<file path="src/rtl/ghffe_pkg.sv">
// ghffe_pkg: definitions shared by the note scheduler slice.
//   - Note RAM word layout: [21] end marker, [20:16] fret mask, [15:0] note_time.
//   - sched_state_t: the scheduler FSM state encoding.
package ghffe_pkg;

  localparam int unsigned NOTE_W    = 22;
  localparam int unsigned END_BIT   = 21;
  localparam int unsigned FRET_HI   = 20;
  localparam int unsigned FRET_LO   = 16;
  localparam int unsigned TIME_HI   = 15;
  localparam int unsigned TIME_LO   = 0;
  localparam int unsigned NUM_FRETS = 5;

  typedef enum logic [2:0] {
    IDLE,
    FETCH,
    LATCH,
    HOLD,
    ISSUE,
    ADVANCE,
    DONE
  } sched_state_t;

endpackage

</file>
<file path="src/rtl/note_window_cmp.sv">
// note_window_cmp: combinational timing-window test for one held note.
//   Parameters : LOOKAHEAD   - release this many ms ahead of note_time
//                MISS_WINDOW - a note is late this many ms after note_time
//   Inputs     : song_time, note_time (16-bit ms)
//   Outputs    : release_ok - song_time + LOOKAHEAD >= note_time
//                late       - song_time > note_time + MISS_WINDOW
// Both sums are formed in 17 bits so nothing wraps near the top of the
// 16-bit song range. The caller gives late priority over release_ok.
module note_window_cmp #(
  parameter logic [15:0] LOOKAHEAD   = 16'd2000,
  parameter logic [15:0] MISS_WINDOW = 16'd150
) (
  input  logic [15:0] song_time,
  input  logic [15:0] note_time,
  output logic        release_ok,
  output logic        late
);

  logic [16:0] song_ext;
  logic [16:0] due_ext;
  logic [16:0] release_point;
  logic [16:0] miss_limit;

  always_comb begin
    song_ext      = {1'b0, song_time};
    due_ext       = {1'b0, note_time};
    release_point = song_ext + {1'b0, LOOKAHEAD};
    miss_limit    = due_ext + {1'b0, MISS_WINDOW};
    release_ok    = (release_point >= due_ext);
    late          = (song_ext > miss_limit);
  end

endmodule

</file>
<file path="src/rtl/note_scheduler.sv">
// note_scheduler: walks the note RAM in address order and releases each note
// to the scoring/display consumer once song_time reaches its lookahead window.
// Notes that are already past the miss window are skipped and counted.
//
// Ports:
//   clk, reset_n        - clock, asynchronous active-low reset
//   start               - pulse: begin chart at address 0 (IDLE/DONE only)
//   song_reset          - synchronous abort back to IDLE, beats start
//   pause               - freezes the release/skip decision in HOLD
//   song_time           - current song position (ms)
//   ram_en, ram_addr    - note RAM read port
//   ram_data            - RAM word, valid one cycle after ram_en
//   note_valid/ready    - handshake to the consumer
//   note_fret/note_time - payload of the offered note
//   issued_count        - notes accepted since start (saturating)
//   skip_count          - notes skipped as late (saturating)
//   busy, done          - chart in progress / chart finished
module note_scheduler
  import ghffe_pkg::*;
#(
  parameter int unsigned ADDR_W      = 12,
  parameter logic [15:0] LOOKAHEAD   = 16'd2000,
  parameter logic [15:0] MISS_WINDOW = 16'd150
) (
  input  logic                 clk,
  input  logic                 reset_n,
  input  logic                 start,
  input  logic                 song_reset,
  input  logic                 pause,
  input  logic [15:0]          song_time,
  output logic                 ram_en,
  output logic [ADDR_W-1:0]    ram_addr,
  input  logic [NOTE_W-1:0]    ram_data,
  output logic                 note_valid,
  input  logic                 note_ready,
  output logic [NUM_FRETS-1:0] note_fret,
  output logic [15:0]          note_time,
  output logic [ADDR_W-1:0]    issued_count,
  output logic [ADDR_W-1:0]    skip_count,
  output logic                 busy,
  output logic                 done
);

  localparam logic [ADDR_W-1:0] ONE = ADDR_W'(1);

  sched_state_t state;
  logic         release_ok;
  logic         late;

  // note_time doubles as the held copy of the fetched note, so the window
  // compare always looks at exactly what is (or will be) offered.
  note_window_cmp #(
    .LOOKAHEAD  (LOOKAHEAD),
    .MISS_WINDOW(MISS_WINDOW)
  ) u_window (
    .song_time (song_time),
    .note_time (note_time),
    .release_ok(release_ok),
    .late      (late)
  );

  always_ff @(posedge clk or negedge reset_n) begin
    if (!reset_n) begin
      state        <= IDLE;
      ram_en       <= 1'b0;
      ram_addr     <= '0;
      note_valid   <= 1'b0;
      note_fret    <= '0;
      note_time    <= '0;
      issued_count <= '0;
      skip_count   <= '0;
      busy         <= 1'b0;
      done         <= 1'b0;
    end else if (song_reset) begin
      // Withdraws any offered note; the consumer never sees an accept.
      state        <= IDLE;
      ram_en       <= 1'b0;
      ram_addr     <= '0;
      note_valid   <= 1'b0;
      note_fret    <= '0;
      note_time    <= '0;
      issued_count <= '0;
      skip_count   <= '0;
      busy         <= 1'b0;
      done         <= 1'b0;
    end else begin
      unique case (state)
        IDLE, DONE: begin
          if (start) begin
            state        <= FETCH;
            ram_en       <= 1'b1;
            ram_addr     <= '0;
            issued_count <= '0;
            skip_count   <= '0;
            busy         <= 1'b1;
            done         <= 1'b0;
          end
        end

        FETCH: begin
          ram_en <= 1'b0;
          state  <= LATCH;
        end

        LATCH: begin
          note_fret <= ram_data[FRET_HI:FRET_LO];
          note_time <= ram_data[TIME_HI:TIME_LO];
          if (ram_data[END_BIT]) begin
            state <= DONE;
            busy  <= 1'b0;
            done  <= 1'b1;
          end else begin
            state <= HOLD;
          end
        end

        HOLD: begin
          if (!pause) begin
            if (late) begin
              skip_count <= (skip_count == '1) ? skip_count : skip_count + ONE;
              state      <= ADVANCE;
            end else if (release_ok) begin
              note_valid <= 1'b1;
              state      <= ISSUE;
            end
          end
        end

        ISSUE: begin
          if (note_ready) begin
            note_valid   <= 1'b0;
            issued_count <= (issued_count == '1) ? issued_count : issued_count + ONE;
            state        <= ADVANCE;
          end
        end

        ADVANCE: begin
          // The last RAM slot ends the chart instead of wrapping to 0.
          if (ram_addr == '1) begin
            state <= DONE;
            busy  <= 1'b0;
            done  <= 1'b1;
          end else begin
            ram_addr <= ram_addr + ONE;
            ram_en   <= 1'b1;
            state    <= FETCH;
          end
        end

        default: begin
          state <= IDLE;
        end
      endcase
    end
  end

endmodule
</file>
<file path="config.mk">
export PLATFORM = sky130hd
export DESIGN_NAME = note_scheduler
export DESIGN_NICKNAME = d
export VERILOG_FILES = /design/src/rtl/ghffe_pkg.sv /design/src/rtl/note_window_cmp.sv /design/src/rtl/note_scheduler.sv
export SDC_FILE = /design/constraint.sdc
export NUM_CORES = 1
export LEC_CHECK = 0
export CORE_ASPECT_RATIO = 0.6
export CORE_UTILIZATION = 45
export DETAILED_ROUTE_END_ITERATION = 12
export PLACE_DENSITY = 0.8
export SLEW_MARGIN = 10
export SYNTH_ARGS = -nofsm -noshare
export SYNTH_HDL_FRONTEND = slang
export SYNTH_SLANG_ARGS = --single-unit
</file>
<file path="constraint.sdc">
create_clock -name clk -period 4 [get_ports clk]
set_input_delay 0.8 -clock clk [delete_from_list [all_inputs] [get_ports clk]]
set_output_delay 0.8 -clock clk [all_outputs]
set_load 0.01 [all_outputs]
</file>
# Yosys cells after proc, flatten, opt, wreduce, memory -nomap -nowiden
# Cells that the tools add are included.
[word_totals] reg_bits=64 input_bits=44 out_inout_bits=61 wordCells=99
[classes] add_sub_neg=5 magnitude_cmp=2 n_eq_ne=21 mux=45 n_reduce_logical=16
[op_table] cell="$mux W12" n=10
[op_table] cell="$pmux W12 S2" n=3
[op_table] cell="$add A12 B1 Y12 const B" n=3
[op_table] cell="$eq A12 B12 Y1 const B" n=3
[op_table] cell="$ne A3 B3 Y1 const B" n=11
[op_table] cell="$mux W16" n=2
[op_table] cell="$mux W3" n=8
[op_table] cell="$pmux W3 S6" n=1
[op_table] cell="$add A16 B11 Y17 const B" n=1
[op_table] cell="$add A16 B8 Y17 const B" n=1
[op_table] cell="$ge A17 B16 Y1" n=1
[op_table] cell="$gt A16 B17 Y1" n=1
[op_table] cell="$mux W1" n=15
[op_table] cell="$reduce_and A4 Y1" n=3
[op_table] cell="$reduce_bool A3 Y1" n=4
[op_table] cell="$mux W5" n=2
[op_table] cell="$reduce_and A5 Y1" n=2
[op_table] cell="$eq A3 B3 Y1 const B" n=3
[op_table] cell="$pmux W1 S3" n=3
[op_table] cell="$reduce_bool A4 Y1" n=2
[op_table] cell="$eq A3 B2 Y1 const B" n=2
[op_table] cell="$reduce_and A3 Y1" n=2
[op_table] cell="$ne A4 B4 Y1 const B" n=1
[op_table] cell="$eq A3 B1 Y1 const B" n=1
[op_table] cell="other kinds (4)" n=4

# Logic depth before layout (Yosys ltp)
[depth] ltp_word=7 mapped_depth=14 ltp_nobuf=14

# Modules after synthesis
# Synthesis repeated with hierarchy kept, for this count alone.
[unflattened] cells_unflattened=544 hier_area_um2=4496.8
[by_module_without_submodules] mod="note_scheduler" instances=1 cells_each=393 area_each_um2=3353.2
[by_module_without_submodules] mod="note_window_cmp" instances=1 cells_each=151 area_each_um2=1143.6

# Worst setup path after synthesis
# Ideal clock, no wire load.
[synth_path] path_kind="register to register" start="register note_time[1]" end="register skip_count[4]" setup_time_ns=0.122 arrival_time_ns=3.370 setup_slack_ns=0.508 stages_incl_launch_ff=15 period_less_slack_ns=3.492 path_cell_list="dfrtp_1 inv_1 ha_1 o21a_1 or3_1 nand2_1 nand4_1 xnor2_1 ha_1 nand4_2 nor4_4 a221oi_2 a21o_4 or4_4 mux2i_1"
[synth_via] elab_chain_cells=4
[synth_rtl] item="start, declared" line="note_scheduler.sv:37" source="output logic [15:0] note_time,"
[synth_rtl] item="start signal, assigned" line="note_scheduler.sv:107" source="note_time <= ram_data[TIME_HI:TIME_LO];"
[synth_rtl] item="$add A16 B8 Y17" line="note_window_cmp.sv:28" source="miss_limit = due_ext + {1'b0, MISS_WINDOW};"
[synth_rtl] item="$gt A16 B17 Y1" line="note_window_cmp.sv:30" source="late = (song_ext > miss_limit);"
[synth_rtl] item="$ne A3 B3 Y1 (no source line)"
[synth_rtl] item="$reduce_and A5 Y1 (no source line)"
[synth_rtl] item="end signal, assigned" line="note_scheduler.sv:120" source="skip_count <= (skip_count == '1) ? skip_count : skip_count + ONE;"
[synth_rtl] item="end, declared" line="note_scheduler.sv:39" source="output logic [ADDR_W-1:0] skip_count,"
# No other way between the ends.
# A chain may end at the register's enable or synchronous reset.

# Worst setup path after layout
[layout_path] start="register note_time[2]" end="register skip_count[4]"
# The elaborated chain is that of the path after synthesis.

==> flow_metrics.env <==
export IMPL_fp_dieH_um=79.52
export IMPL_die_w_um=131.2
export IMPL_gr_usage_all_layers_pct=26.58
export IMPL_dr_total_vias=4405
export IMPL_ir_worst_vdd_v=0.0002328
export IMPL_holdCritStartpoint="issued_count[10]"
export IMPL_p_leak_nw=2.481
export IMPL_drt_wl_total_um=13090
export IMPL_cts_sinks=64
export IMPL_areaGrowthSynthToFinish_pct=33.98
export IMPL_grt_ovfl_total=0
export IMPL_die_area_um2=10430
export IMPL_finalNonFillerCells=741
export IMPL_crit_type="register to register"
export IMPL_io_buffers=104
export IMPL_finalSetupTns_ns=0
export IMPL_skew_ns=0.005663
export IMPL_crit_arrival_ns=3.99
export IMPL_ys_async_sr_fraction_pct=100.0
export IMPL_antenna_cells=0
export IMPL_ff2ff_path_depth=14
export IMPL_cts_root_buffer="clkbuf_16"
export IMPL_postCtsHoldBufs=0
export IMPL_hold_path_endpoint="issued_count[10]"
export IMPL_drive_above_1_share_pct=8.183
export IMPL_syn_inst=497
export IMPL_post_drt_wl_per_cell_um=17.66
export IMPL_drv_slew=0
export IMPL_syn_nets=577
export IMPL_antenna_found_initial=0
export IMPL_drt_pass1_iterations=7
export IMPL_r2r_end="skip_count[4]"
export IMPL_clk_latency_ns=0.33
export IMPL_hold_viol=0
export IMPL_grt_max_degree=49
export IMPL_grt_pass1_wl_um=21780
export IMPL_status="finished clean"
export IMPL_grt_pass1_vias=4231
export IMPL_synth_seq_area_share_pct=35.54
export IMPL_r2r_setup_slack_ns=0.22
export IMPL_dp_cells=725
export IMPL_vias_per_cell=5.945
export IMPL_post_route_period_util_pct=94.53
export IMPL_dominantRegCellSynth="dfrtp_1"
export IMPL_layout_nets=686
export IMPL_required_ns=4.21
export IMPL_place_area_um2=5725
export IMPL_fin_util_pct=63.84
export IMPL_core_rowCount=27
export IMPL_cap_viol_max_count=0
export IMPL_drtIter0Drc=470
export IMPL_finalCriticalPeriod_ns=3.781
export IMPL_power_density_nw_per_um2=426.3
export IMPL_whs_path_depth=1
export IMPL_ant_nets=0
export IMPL_initial_core_util_pct=47.65
export IMPL_yosysWarnings=0
export IMPL_ys_ff_latch=64
export IMPL_clk_path_buf_depth=2
export IMPL_clk_pin_slew_ns=0.05
export IMPL_cp_end_kind="register"
export IMPL_synth_cell_type_count=66
export IMPL_core_area_um2=9459
export IMPL_io_pins=105
export IMPL_gp_congestion=0.9346
export IMPL_worstMarginPinSlew_ns=1.092
export IMPL_min_path_type="register to register"
export IMPL_rsz0062_at_grt="no"
export IMPL_cp_start_kind="register"
export IMPL_synth_edf_count=0
export IMPL_critPathMaxFanout=9
export IMPL_fmax_mhz=264.5
export IMPL_htree_levels=3
export IMPL_numCtsBuffers=9
export IMPL_rr_startpoint="note_time[2]"
export IMPL_hpwl_um=9739
export IMPL_setup_viol=0
export IMPL_finalInstanceArea_um2=6038
export IMPL_synth_area_um2=4507
export IMPL_fin_hold_ws_ns=0.5097
export IMPL_max_slew_margin_pct=27.20
export IMPL_cts_tree="built"
export IMPL_postSynthAreaPerCell_um2=9.068
export IMPL_remaining_drc_errors=0
-- per-stage QoR --
step / total power, mW / worst slack, ns
finish: 2.574 / 0.2187
global route: 2.727 / 0.01796
CTS: 2.578 / 0.1097
detailed placement: 1.766 / -0.04990
global placement: 1.737 / 0.04807
floorplan: 1.402 / 0.5078
-- worst max-delay path, stage by stage (launching register included) --
cell and delay (ns):
dfrtp_1 0.41, inv_1 0.09, ha_1 0.22, o21a_1 0.20
or3_1 0.37, nand2_2 0.16, nand4_1 0.14, xnor2_1 0.16
ha_1 0.30, nand4_2 0.18, nor4_4 0.33, a221oi_2 0.16
a21o_4 0.29, or4_4 0.52, mux2i_1 0.14
-- synthesized netlist by cell type, drive strengths merged, types with 4 or more instances --
cell type | n | area share (%)
dfrtp | 64 | 36
nor2 | 43 | 3.6
nand2 | 41 | 3.4
ha | 36 | 10
o21ai | 27 | 3.1
inv | 25 | 2.1
xnor2 | 25 | 4.9
a21oi | 24 | 2.7
a22o | 21 | 4.1
nand3 | 16 | 2.1
nor3 | 16 | 1.8
nand4 | 14 | 2.1
clkbuf | 13 | 1.1
nand2b | 11 | 1.5
xor2 | 11 | 2.1
and3 | 8 | 1.1
nor4 | 7 | 1.3
a21o | 6 | 1.2
a31oi | 6 | 0.83
and2 | 6 | 0.83
and4 | 5 | 0.97
o41ai | 5 | 0.97
buf | 4 | 0.42
mux2i | 4 | 0.89
o211ai | 4 | 0.67
o31ai | 4 | 0.67
or2 | 4 | 0.56
-- where the power goes --
group / leakage (nW) / total, mW / switching (mW) / internal, mW
Sequential: 0.883 / 0.848 / 0.132 / 0.716
Clock: 0.150 / 0.792 / 0.278 / 0.514
Combinational: 1.45 / 0.934 / 0.509 / 0.425
Total: 2.48 / 2.57 / 0.919 / 1.66
-- layer usage --
layer  track usage, %  vias up  share of wire [%]
met1            39.39     2140                 50
met3            5.587       21                6.6
met5                0        -                  0
li1                 -     2056                  -
met2            38.83      188                 42
met4            6.824        0                1.2
-- final cells by class --
class,count,area (µm²)
fill,783,3421
multi-input combinational,391,2760
sequential,64,1603
timing repair buffer,115,1119
clock buffer,13,260.3
tap,130,162.7
inverter,25,93.84
clock inverter,3,40.04
-- worst max path at each step --
| stage | startpoint | endpoint | slack, ns | depth (start not counted) |
|---|---|---|---|---|
| after floorplan | note_time[1] | skip_count[4] | 0.51 | 14 |
| after global routing | song_time[5] | state[2] | 0.02 | 13 |
| after global placement | song_time[5] | state[0] | 0.05 | 13 |
| after CTS | note_time[1] | state[2] | 0.11 | 14 |
| after detailed placement | song_time[5] | state[0] | -0.05 | 13 |
| final | note_time[2] | skip_count[4] | 0.22 | 14 |
-- timing repair --
action | CTS | global route
setup buffers | 0 | 0
gates resized for setup | 0 | 5
setup endpoints to repair | 0 | 12
-- cell families (layout without fill, tap and decap cells) --
kind of cell | Yosys count | count (layout) | synth area share [%]
AND/OR/NAND/NOR | 185 | 185 | 21.79
AO/OA/AOI/OAI | 130 | 130 | 21.21
flip-flops | 64 | 64 | 35.54
buffers and inverters | 42 | 156 | 3.581
adder cells (fa/ha/maj) | 36 | 36 | 9.994
XOR/XNOR | 36 | 36 | 6.996
multiplexers | 4 | 4 | 0.8884
-- registers in the layout, summed over array words and instances, names as in the netlist --
| register | count |
|---|---|
| busy | 1 |
| done | 1 |
| issued_count | 12 |
| note_fret | 5 |
| note_time | 16 |
| note_valid | 1 |
| ram_addr | 12 |
| ram_en | 1 |
| skip_count | 12 |
| state | 3 |
-- layout by cell type (no fill, tap or decap), types with 13 or more instances in the layout --
| cell | netlist | layout |
|---|---|---|
| inv_1 | 25 | 25 |
| ha_1 | 36 | 36 |
| nand2_1 | 41 | 40 |
| clkdlybuf4s50_1 | 0 | 103 |
| a21oi_1 | 23 | 23 |
| nor2_1 | 43 | 43 |
| nand4_1 | 13 | 13 |
| a22o_1 | 21 | 21 |
| nand3_1 | 15 | 15 |
| nor3_1 | 16 | 15 |
| dfrtp_1 | 64 | 63 |
| xnor2_1 | 25 | 25 |
| o21ai_0 | 26 | 25 |
Note: power is estimated with default switching activity, not from simulation.
